<file path="config.mk">
export PLATFORM = sky130hd
export DESIGN_NAME = rosc_entropy_src
export DESIGN_NICKNAME = d
export VERILOG_FILES = /design/src/rtl/rosc_entropy_pkg.sv /design/src/rtl/rosc_entropy_src_channel.sv /design/src/rtl/rosc_entropy_src.sv
export SDC_FILE = /design/constraint.sdc
export NUM_CORES = 1
export LEC_CHECK = 0
export BUFFER_PORTS_ARGS = -buffer_cell sky130_fd_sc_hd__buf_4
export CORE_MARGIN = 4
export CORE_UTILIZATION = 35
export CTS_CLUSTER_SIZE = 20
export DETAILED_ROUTE_END_ITERATION = 12
export PLACE_DENSITY = 0.7
export SLEW_MARGIN = 10
export SYNTH_ARGS = -nofsm -noshare
export SYNTH_HDL_FRONTEND = slang
export SYNTH_SLANG_ARGS = --single-unit
</file>
<file path="constraint.sdc">
create_clock -name clk -period 1.7 [get_ports clk]
set_input_delay 0.085 -clock clk [delete_from_list [all_inputs] [get_ports clk]]
set_output_delay 0.085 -clock clk [all_outputs]
set_load 0.05 [all_outputs]
</file>
<file path="src/rtl/rosc_entropy_pkg.sv">
// Shared state encoding and width helper for the multi-channel ring-oscillator entropy source.
package rosc_entropy_pkg;

    typedef enum logic [1:0] {
        IDLE    = 2'd0,
        COLLECT = 2'd1,
        FULL    = 2'd2
    } state_e;

    // Never returns less than 1 so single-value counters still get a real bit.
    function automatic int clog2(input int value);
        int result;
        result = 0;
        for (int v = value - 1; v > 0; v = v >> 1) begin
            result++;
        end
        return (result < 1) ? 1 : result;
    endfunction

endpackage

</file>
<file path="src/rtl/rosc_entropy_src_channel.sv">
// One adder-feedback oscillator channel: operand adder whose carry-out is registered
// and fed back inverted as carry-in.
module rosc_channel
    import rosc_entropy_pkg::*;
#(
    parameter int OP_WIDTH = 8
) (
    input  logic                clk,
    input  logic                nreset,
    input  logic [OP_WIDTH-1:0] opa,
    input  logic [OP_WIDTH-1:0] opb,
    output logic                carry
);

    logic [OP_WIDTH:0] sum;
    logic              carry_q;
    logic              carry_d;

    // The loop closes through carry_q, so the all-ones case toggles once per clk.
    always_comb begin
        sum     = {1'b0, opa} + {1'b0, opb} + {{OP_WIDTH{1'b0}}, ~carry_q};
        carry_d = 1'(sum >> OP_WIDTH);
    end

    always_ff @(posedge clk) begin
        if (!nreset) begin
            carry_q <= 1'b0;
        end else begin
            carry_q <= carry_d;
        end
    end

    assign carry = carry_q;

endmodule

</file>
<file path="src/rtl/rosc_entropy_src.sv">
// Multi-channel entropy source: XORs NUM_OSC oscillator channels, samples on a prescaler
// tick and packs bits into words. Define ROSC_ENTROPY_DEBIAS_EN for a von Neumann debiaser.
module rosc_entropy_src
    import rosc_entropy_pkg::*;
#(
    parameter int NUM_OSC       = 16,
    parameter int OP_WIDTH      = 8,
    parameter int WORD_WIDTH    = 32,
    parameter int SAMPLE_CYCLES = 8
) (
    input  logic                        clk,
    input  logic                        nreset,
    input  logic                        enable,
    input  logic [NUM_OSC*OP_WIDTH-1:0] opa,
    input  logic [NUM_OSC*OP_WIDTH-1:0] opb,
    input  logic                        ready,
    output logic [WORD_WIDTH-1:0]       data,
    output logic                        valid,
    output logic                        raw_bit
);

    localparam int CNT_W = clog2(WORD_WIDTH + 1);
    localparam int PRE_W = clog2(SAMPLE_CYCLES);
    localparam logic [CNT_W-1:0] LAST_COUNT = CNT_W'(WORD_WIDTH - 1);
    localparam logic [PRE_W-1:0] LAST_PRE   = PRE_W'(SAMPLE_CYCLES - 1);

    state_e                state_q, state_d;
    logic [NUM_OSC-1:0]    chan_q;
    logic                  raw_bit_q, raw_bit_d;
    logic [PRE_W-1:0]      prescaler_q, prescaler_d;
    logic [CNT_W-1:0]      count_q, count_d;
    logic [WORD_WIDTH-1:0] data_q, data_d;
    logic                  valid_q, valid_d;
    logic                  collect_tick;
    logic                  shift_en;
    logic                  shift_bit;
    logic                  last_shift;

    for (genvar i = 0; i < NUM_OSC; i++) begin : g_chan
        rosc_channel #(
            .OP_WIDTH (OP_WIDTH)
        ) u_chan (
            .clk    (clk),
            .nreset (nreset),
            .opa    (opa[i*OP_WIDTH +: OP_WIDTH]),
            .opb    (opb[i*OP_WIDTH +: OP_WIDTH]),
            .carry  (chan_q[i])
        );
    end

    always_comb begin
        raw_bit_d    = ^chan_q;
        collect_tick = (state_q == COLLECT) && enable && (prescaler_q == LAST_PRE);
        last_shift   = shift_en && (count_q == LAST_COUNT);
    end

`ifdef ROSC_ENTROPY_DEBIAS_EN
    logic phase_q, phase_d;
    logic hold_q, hold_d;

    // Pair phase only advances while collecting; leaving COLLECT for any reason restarts it.
    always_comb begin
        phase_d   = phase_q;
        hold_d    = hold_q;
        shift_en  = 1'b0;
        shift_bit = hold_q;
        if (collect_tick) begin
            if (!phase_q) begin
                hold_d  = raw_bit_q;
                phase_d = 1'b1;
            end else begin
                phase_d  = 1'b0;
                shift_en = (hold_q != raw_bit_q);
            end
        end
        if ((state_q != COLLECT) || !enable) begin
            phase_d = 1'b0;
        end
    end

    always_ff @(posedge clk) begin
        if (!nreset) begin
            phase_q <= 1'b0;
            hold_q  <= 1'b0;
        end else begin
            phase_q <= phase_d;
            hold_q  <= hold_d;
        end
    end
`else
    always_comb begin
        shift_en  = collect_tick;
        shift_bit = raw_bit_q;
    end
`endif

    always_ff @(posedge clk) begin
        if (!nreset) begin
            state_q <= IDLE;
        end else begin
            state_q <= state_d;
        end
    end

    always_comb begin
        state_d = state_q;
        case (state_q)
            IDLE:    if (enable) state_d = COLLECT;
            COLLECT: begin
                if (!enable) begin
                    state_d = IDLE;
                end else if (last_shift) begin
                    state_d = FULL;
                end
            end
            FULL:    if (valid_q && ready) state_d = enable ? COLLECT : IDLE;
            default: state_d = IDLE;
        endcase
    end

    // A dropped enable in COLLECT discards the partial count but leaves data untouched.
    always_comb begin
        data_d      = data_q;
        count_d     = count_q;
        prescaler_d = '0;
        valid_d     = valid_q;
        case (state_q)
            COLLECT: begin
                if (enable) begin
                    prescaler_d = collect_tick ? '0 : prescaler_q + PRE_W'(1);
                    if (shift_en) begin
                        data_d  = {data_q[WORD_WIDTH-2:0], shift_bit};
                        count_d = count_q + CNT_W'(1);
                    end
                    if (last_shift) begin
                        valid_d     = 1'b1;
                        prescaler_d = '0;
                    end
                end else begin
                    count_d = '0;
                end
            end
            FULL: begin
                if (valid_q && ready) begin
                    valid_d = 1'b0;
                    count_d = '0;
                end
            end
            default: begin
                count_d = '0;
                valid_d = 1'b0;
            end
        endcase
    end

    always_ff @(posedge clk) begin
        if (!nreset) begin
            raw_bit_q   <= 1'b0;
            prescaler_q <= '0;
            count_q     <= '0;
            data_q      <= '0;
            valid_q     <= 1'b0;
        end else begin
            raw_bit_q   <= raw_bit_d;
            prescaler_q <= prescaler_d;
            count_q     <= count_d;
            data_q      <= data_d;
            valid_q     <= valid_d;
        end
    end

    assign data    = data_q;
    assign valid   = valid_q;
    assign raw_bit = raw_bit_q;

endmodule

</file>
==> flow_metrics.py, run 1 <==
metrics = {
    "status": {
        "status": "complete, no violations",
    },
    "timing": {
        "fin_crit_sh_pct": 92.71,
        "drv_slew": 0,
        "finClkSkew_ns": 0.009006,
        "setup_violations": 0,
        "slew_headroom_pct": 75.35,
        "hold_viol": 0,
        "tns_ns": 0,
        "rsz0062_at_grt": "no",
        "worst_slack_ns": 0.1240,
        "tightest_slew_ns": 0.3673,
        "timing.hold.ws_ns": 0.06070,
        "post-route-min-period_ns": 1.576,
        "fmax_mhz": 634.5,
    },
    "power": {
        "pwr_density_cell_nw_per_um2": 609.2,
        "leakage_nw": 3.770,
        "ir_worst_vdd_v": 0.0003500,
        "fin_total_pwr_mw": 4.579,
    },
    "layout": {
        "design_area_sq_um": 7516,
        "areaGrowthSynthToFinish_pct": 56.80,
        "layout-drive-gt1-share_pct": 38.20,
        "fin_util_pct": 56.31,
        "stdcell_count": 1011,
        "antennaDiodeCount": 0,
        "fin_nets": 1221,
    },
    "global_route": {
        "grt_pass1_wl_mm": 23.76,
        "grt_max_degree": 36,
        "gr-usage-all-layers_pct": 18.28,
        "grt_pass1_vias": 4959,
        "overflow": 0,
        "antenna_found_initial": 0,
    },
    "clock_tree": {
        "clkTransAtPathRegs_ns": 0.06,
        "max-clock-path-buffers": 2,
        "h-tree-depth": 3,
        "cts_setup_buffers": 0,
        "cts_buffers": 9,
        "cts_root_buf": "clkbuf_16",
        "clock_latency_ns": 0.32,
        "cts_resized": 0,
        "cts.sinks": 61,
        "hold_buffers": 0,
        "cts_tree": "built",
    },
    "critical_path": {
        "worst-path-buf-inv": 2,
        "cp-end-kind": "flip-flop",
        "cp-start-kind": "flip-flop",
        "critical_path.max_stage_delay_ns": 0.31,
        "crit_slowest_cell": "dfxtp_1",
        "cp_top_family": "buffers and inverters",
        "critPathKind": "reg -> reg",
        "crit_chain": "ha_1 -> ha_1 -> buf_4 -> nand3_2 -> buf_4 -> nand2_1 -> a21oi_1",
        "worstPathRequired_ns": 1.95,
        "crit_fanout": 32,
        "worstPathArrival_ns": 1.82,
    },
    "place": {
        "place_ws_ns": 0.1504,
        "numPlacedInstances": 995,
        "place_area_sq_um": 7214,
        "hpwlAfterDp_mm": 12.65,
        "gp_congestion": 0.8600,
        "io_buffer_count": 293,
    },
    "detailed_routing": {
        "drc": 0,
        "wl_per_cell_um": 14.43,
        "detail_route.vias_per_cell": 4.814,
        "drt-initial-drc-count": 129,
        "vias": 4867,
        "final_antenna_net_count": 0,
        "routed_wl_mm": 14.59,
        "first_pass_iters": 4,
    },
    "yosys": {
        "synth_top_cell_by_area": "ha_1",
        "synth_seq_cells": 61,
        "avgSynthCellArea_sq_um": 8.993,
        "ys_types": 35,
        "syn_area_sq_um": 4793,
        "ys_seq_area_share_pct": 25.48,
        "yosys_warnings": 0,
        "syn_nets": 924,
        "synth_cells": 533,
        "synthTopCellsByArea": "ha_1, dfxtp_1, a21oi_1",
        "synth_top_area_share_pct": 34.19,
    },
    "floorplan": {
        "core_area_sq_um": 13350,
        "io_pins": 294,
        "die_w_um": 125.0,
        "die_area_sq_um": 15630,
        "rows": 42,
        "start_util_pct": 35.91,
        "die_y_um": 125.0,
    },
    "hold_path": {
        "holdCritPathClass": "in -> reg",
    },
    "flow_run": {
        "maxCapViolations": 0,
    },
}
-- synth_stat cells (all sizes together) --
library cell	count
nor2b	19
nor2	37
a31oi	3
clkbuf	7
o221a	1
and4	2
a21o	28
a211o	14
xnor2	14
a211oi	1
o21a	19
nor4	2
nand2b	1
o21ai	18
o211ai	2
nor3	1
inv	3
xor2	5
nand2	69
a21oi	65
buf	5
dfxtp	61
and4bb	1
and2	3
nand4	16
nand3	2
and3	3
ha	131
-- metal layers --
metal  wire length (um)  track usage, %
met1               6043           21.69
met2               7370           33.00
met3                975           4.904
met4                201           4.018
met5                  0               0
-- layout by cell type (no fill, tap or decap), types with 5 or more instances in the layout --
cell and count:
a21o_1 28, a211o_1 14, o21ai_0 8, xor2_1 5
nor2b_1 18, ha_1 131, a21oi_1 65, buf_4 296
nand2_1 69, o21ai_1 10, nand4_1 16, xnor2_1 14
dfxtp_1 61, o21a_1 19, clkbuf_16 9, nor2_1 37
-- state kept, by name (all words and copies together) (netlist names) --
register and cells:
data 32, count_q 6, prescaler_q 3, valid 1, g_chan.u_chan.carry 16, raw_bit 1
state_q 2
-- final timing paths --
check                                                from                        end  slack, ns  cells after the start
worst max-delay path            prescaler_q[0]$_SDFF_PP0_      data[17]$_SDFFE_PN0P_       0.12                      7
worst min register to register  prescaler_q[0]$_SDFF_PP0_  prescaler_q[0]$_SDFF_PP0_       0.43                      1
worst max register to register  prescaler_q[0]$_SDFF_PP0_      data[17]$_SDFFE_PN0P_       0.12                      7
worst min-delay path                               nreset         valid$_SDFFE_PN0P_       0.06                      2
-- cell families (layout without fill, tap and decap cells) --
group           count (synthesis)  in the layout  share of synthesized area [%]
flops                          61             61                          25.48
fa+ha+maj                     131            131                          34.19
xor+xnor                       19             19                          3.472
compound gates                151            151                          19.99
buf+inv                        15            317                          1.514
simple gates                  156            156                          15.35
-- power breakdown --
group / leakage (nW) / internal, mW / switching [mW] / total [mW]
Combinational: 3.13 / 0.763 / 0.483 / 1.25
Clock: 0.142 / 1.18 / 0.645 / 1.82
Sequential: 0.496 / 1.48 / 0.0359 / 1.51
-- layout make-up --
type                            count  area, sq um
Inverter                            3        11.26
Clock inverter                      5        58.81
Tap cell                          176        220.2
Clock buffer                       11        242.7
Fill cell                        1270         5832
Timing Repair Buffer              298         2262
Multi-Input combinational cell    457         3500
Sequential cell                    61         1221
(Power assumes the default switching activity.)
==> run 2: changes to the inputs <==
--- a/config.mk
+++ b/config.mk
@@ -8,6 +8,7 @@
 export BUFFER_PORTS_ARGS = -buffer_cell sky130_fd_sc_hd__buf_4
 export CORE_MARGIN = 4
 export CORE_UTILIZATION = 35
+export CTS_BUF_LIST = sky130_fd_sc_hd__clkbuf_2
 export CTS_CLUSTER_SIZE = 20
 export DETAILED_ROUTE_END_ITERATION = 12
 export PLACE_DENSITY = 0.7
==> flow_metrics.py, run 2 (synthesis results as in run 1) <==
metrics = {
    "place": {
        "place_ws_ns": 0.1504,
        "gp_congestion": 0.8600,
        "numPlacedInstances": 995,
        "place_area_sq_um": 7214,
        "hpwlAfterDp_mm": 12.65,
        "io_buffer_count": 293,
    },
    "layout": {
        "layout-drive-gt1-share_pct": 36.72,
        "stdcell_count": 1053,
        "areaGrowthSynthToFinish_pct": 62.26,
        "fin_nets": 1263,
        "antennaDiodeCount": 0,
        "nFillCells": 1236,
        "seqCellArea_sq_um": 1222,
        "largest_reg_flops": 32,
        "multi_input_area_sq_um": 3525,
        "design_area_sq_um": 7777,
        "layout_commonest_cell": "buf_4",
        "layout_common_cells": "buf_4, ha_1, nand2_1",
    },
    "clock_tree": {
        "clkTransAtPathRegs_ns": 0.21,
        "cts_setup_buffers": 0,
        "clock_latency_ns": 0.48,
        "max-clock-path-buffers": 2,
        "cts.sinks": 61,
        "cts_tree": "built",
        "cts_root_buf": "clkbuf_2",
        "h-tree-depth": 3,
        "cts_buffers": 9,
    },
    "floorplan": {
        "io_pins": 294,
        "start_util_pct": 35.91,
        "die_y_um": 125.0,
        "rows": 42,
        "die_w_um": 125.0,
        "die_area_sq_um": 15630,
        "core_area_sq_um": 13350,
    },
    "timing": {
        "fmax_mhz": 622.6,
        "drv_slew": 0,
        "setup_violations": 0,
        "post-route-min-period_ns": 1.606,
        "worst_slack_ns": 0.09383,
        "rsz0062_at_grt": "no",
        "tightest_slew_ns": 0.3698,
        "hold_viol": 0,
        "fin_crit_sh_pct": 94.48,
        "finClkSkew_ns": 0.03379,
        "tns_ns": 0,
        "slew_headroom_pct": 75.18,
    },
    "detailed_routing": {
        "vias": 5063,
        "detail_route.vias_per_cell": 4.808,
        "first_pass_iters": 6,
        "wl_per_cell_um": 14.58,
        "drt-initial-drc-count": 118,
        "drc": 0,
        "final_antenna_net_count": 0,
        "routed_wl_mm": 15.35,
    },
    "critical_path": {
        "cp-start-kind": "flip-flop",
        "cp_top_family": "simple AND/OR/NAND/NOR gates",
        "crit_top_cell": "ha_4",
        "critPathKind": "reg -> reg",
        "crit_slowest_cell": "dfxtp_2",
        "crit_fanout": 5,
        "cp-end-kind": "flip-flop",
        "critical_path.max_stage_delay_ns": 0.40,
        "worstPathArrival_ns": 1.97,
        "worst-path-buf-inv": 0,
        "worstPathRequired_ns": 2.06,
        "crit_chain": "ha_4 -> ha_4 -> and4bb_4 -> a31oi_4 -> nand4_1 -> xnor2_1 -> nor2_1",
    },
    "hold_path": {
        "holdCritPathClass": "in -> reg",
    },
    "power": {
        "leakage_nw": 3.884,
        "fin_total_pwr_mw": 3.752,
        "pwr_density_cell_nw_per_um2": 482.4,
        "ir_worst_vdd_v": 0.0003621,
    },
    "global_route": {
        "grt_pass1_vias": 5188,
        "gr-usage-all-layers_pct": 19.04,
        "overflow": 0,
        "grt_max_degree": 36,
        "grt_pass1_wl_mm": 24.78,
        "antenna_found_initial": 0,
    },
    "flow_run": {
        "maxCapViolations": 0,
    },
    "status": {
        "status": "complete, no violations",
    },
}
run 2: cell count changes in the layout (fill, tap and decap cells not counted), sizes merged:
cell,change
dlygate4sd3,+42
clkbuf,-1
clkinv,+1
run 2: where the power goes:
part           switching (mW)  internal (mW)
clock                   0.563          0.343
sequential             0.0365           1.48
combinational           0.503          0.829
total                    1.10           2.65
run 2: timing repair:
action | CTS | global route
resized for setup | 0 | 6
endpoints found under the setup margin | 0 | 10
hold endpoints to repair | 38 | 0
hold buffers | 42 | 0
run 2: metal layers:
layer | vias to the layer above | part of all wire (%) | GRT usage [%]
met5 | - | 0 | 0
met4 | 0 | 1.5 | 4.911
met1 | 2235 | 40 | 21.98
met2 | 180 | 52 | 35.12
met3 | 16 | 6.3 | 4.648
li1 | 2632 | - | -
run 2: final cells by class:
class                   instances  share of cell area [%]
clock inverters                 6                  0.8044
flip-flops and latches         61                   15.72
inverters                       3                  0.1448
multi-input cells             457                   45.32
clock buffers                  10                  0.6435
well taps                     176                   2.831
repair buffers                340                   34.54
run 2: final timing paths:
path                                                start                                 to  slack [ns]  cells past startpoint
worst max-delay path            prescaler_q[0]$_SDFF_PP0_            count_q[4]$_SDFFE_PN0P_        0.09                      7
worst min-delay path                              opa[71]  g_chan[8].u_chan.carry$_SDFF_PN0_        0.07                      4
worst max register to register  prescaler_q[0]$_SDFF_PP0_            count_q[4]$_SDFFE_PN0P_        0.09                      7
worst min register to register  prescaler_q[0]$_SDFF_PP0_          prescaler_q[0]$_SDFF_PP0_        0.46                      1
run 2: tightest hold or removal path: cells and delay by family:
family / cells / cell delay, ns
compound gates: 2 / 0.19
fa+ha+maj: 1 / 0.14
buf+inv: 1 / 0.08
run 2: metrics by stage:
step	utilization, %	hold WS (ns)
2_1_floorplan	-	0.2269
3_3_place_gp	54.05	0.3889
3_5_place_dp	54.05	0.3790
4_1_cts	58.04	0.0004743
5_1_grt	58.27	0.02908
6_report	58.27	0.06661
==> run 3: changes to the inputs <==
--- a/config.mk
+++ b/config.mk
@@ -6,12 +6,12 @@
 export NUM_CORES = 1
 export LEC_CHECK = 0
 export BUFFER_PORTS_ARGS = -buffer_cell sky130_fd_sc_hd__buf_4
-export CORE_MARGIN = 4
 export CORE_UTILIZATION = 35
 export CTS_BUF_LIST = sky130_fd_sc_hd__clkbuf_2
 export CTS_CLUSTER_SIZE = 20
 export DETAILED_ROUTE_END_ITERATION = 12
 export PLACE_DENSITY = 0.7
+export SETUP_SLACK_MARGIN = 0.3
 export SLEW_MARGIN = 10
 export SYNTH_ARGS = -nofsm -noshare
 export SYNTH_HDL_FRONTEND = slang
==> flow_metrics.py, run 3 (synthesis results as in run 1) <==
metrics = {
    "global_route": {
        "grt_pass1_vias": 5322,
        "overflow": 0,
        "antenna_found_initial": 0,
        "grt_pass1_wl_mm": 24.09,
        "grt_max_degree": 52,
        "gr-usage-all-layers_pct": 21.27,
    },
    "flow_run": {
        "maxCapViolations": 0,
    },
    "critical_path": {
        "crit_chain": "ha_4 -> ha_4 -> buf_4 -> buf_6 -> nand3_4 -> buf_12 -> nand2_1 -> a21oi_1",
        "critPathKind": "reg -> reg",
        "cp-start-kind": "flip-flop",
        "crit_slowest_cell": "dfxtp_2",
        "crit_fanout": 32,
        "worstPathArrival_ns": 1.98,
        "critical_path.max_stage_delay_ns": 0.39,
        "worstPathRequired_ns": 2.12,
        "crit_top_cell": "ha_4",
        "cp_top_family": "buffers and inverters",
        "cp-end-kind": "flip-flop",
        "worst-path-buf-inv": 3,
    },
    "floorplan": {
        "die_area_sq_um": 14170,
        "io_pins": 294,
        "rows": 42,
        "core_area_sq_um": 13300,
        "die_w_um": 119.0,
        "start_util_pct": 36.05,
        "die_y_um": 119.0,
    },
    "clock_tree": {
        "clkTransAtPathRegs_ns": 0.23,
        "cts_buffers": 9,
        "clock_latency_ns": 0.51,
        "h-tree-depth": 3,
        "max-clock-path-buffers": 2,
        "cts.sinks": 61,
        "cts_tree": "built",
        "cts_root_buf": "clkbuf_2",
    },
    "power": {
        "leakage_nw": 4.295,
        "pwr_density_cell_nw_per_um2": 443.7,
        "ir_worst_vdd_v": 0.0003140,
        "fin_total_pwr_mw": 3.709,
    },
    "layout": {
        "stdcell_count": 1076,
        "design_area_sq_um": 8361,
        "antennaDiodeCount": 0,
        "largest_reg_flops": 32,
        "areaGrowthSynthToFinish_pct": 74.42,
        "fin_nets": 1286,
        "layout-drive-gt1-share_pct": 42.67,
        "layout_common_cells": "buf_4, ha_1, dfxtp_1",
        "layout_commonest_cell": "buf_4",
    },
    "timing": {
        "post-route-min-period_ns": 1.564,
        "tightest_slew_ns": 0.3741,
        "tns_ns": 0,
        "drv_slew": 0,
        "fmax_mhz": 639.2,
        "setup_violations": 0,
        "timing.hold.ws_ns": 0.04908,
        "hold_viol": 0,
        "finClkSkew_ns": 0.04127,
        "rsz0062_at_grt": "yes",
        "fin_crit_sh_pct": 92.02,
        "slew_headroom_pct": 74.89,
    },
    "detailed_routing": {
        "final_antenna_net_count": 0,
        "drt-initial-drc-count": 125,
        "vias": 5270,
        "drc": 0,
        "routed_wl_mm": 15.64,
        "first_pass_iters": 4,
        "wl_per_cell_um": 14.53,
        "detail_route.vias_per_cell": 4.898,
    },
    "place": {
        "hpwlAfterDp_mm": 11.74,
        "place_area_sq_um": 7228,
        "numPlacedInstances": 993,
        "gp_congestion": 0.8898,
        "io_buffer_count": 293,
    },
    "status": {
        "status": "complete, no violations",
    },
    "hold_path": {
        "holdCritPathClass": "in -> reg",
    },
}
==> run 3: cell count changes in the layout (fill, tap and decap cells not counted), moves of 3 or more <==
cell	before	now
buf_6	1	4
buf_16	0	4
a21oi_2	0	24
dlygate4sd3_1	42	55
a21oi_1	65	41
nand2_1	69	46
nand2_2	0	7
nand2_4	0	16
buf_12	2	5
==> run 3: power breakdown <==
group / internal, mW / total, mW / leakage (nW) / switching [mW]
registers: 1.48 / 1.52 / 0.497 / 0.0392
logic: 0.854 / 1.38 / 3.74 / 0.522
clock network: 0.205 / 0.816 / 0.0551 / 0.611
total: 2.54 / 3.71 / 4.29 / 1.17
==> run 3: final cells by class <==
type	count	area (sq um)
fill	1123	4935
multi-input combinational	457	3781
timing repair buffer	363	3020
sequential	61	1225
tap	176	220.2
clock inverter	7	57.56
clock buffer	9	45.04
inverter	3	11.26
==> run 3: final timing paths <==
check	endpoint	slack, ns	start	cells past startpoint
max	data[8]$_SDFFE_PN0P_	0.14	prescaler_q[0]$_SDFF_PP0_	8
min	g_chan[7].u_chan.carry$_SDFF_PN0_	0.05	opa[63]	4
max reg2reg	data[8]$_SDFFE_PN0P_	0.14	prescaler_q[0]$_SDFF_PP0_	8
min reg2reg	prescaler_q[0]$_SDFF_PP0_	0.46	prescaler_q[0]$_SDFF_PP0_	1
==> run 3: tightest hold or removal path: stages <==
cell and delay (ns):
buf_4 0.08, ha_1 0.14, a21oi_1 0.06, a21oi_1 0.13
==> run 3: per-stage QoR <==
| stage | utilization [%] | setup slack (ns) |
|---|---|---|
| CTS | 60.67 | 0.1264 |
| global placement | 54.37 | 0.2267 |
| global route | 62.88 | 0.08106 |
| finish | 62.88 | 0.1356 |
| floorplan | - | 0.2988 |
| detailed placement | 54.37 | 0.1783 |
==> run 3: layer usage <==
layer	share of wire [%]	up-vias	global-route usage, %	routed length, um
li1	-	2681	-	-
met1	39	2400	22.47	6087
met2	54	173	41.50	8438
met3	5.8	16	5.172	905
met4	1.3	0	5.142	206
met5	0	-	0	0
==> run 3: timing repair <==
item / in CTS / in global routing
setup endpoints to repair: 34 / 41
gates resized for setup: 10 / 69
buffers inserted: 5 / 3
hold buffers: 54 / 1
pin swaps: 5 / 35
hold endpoints to repair: 25 / 1
gates cloned: 4 / 0
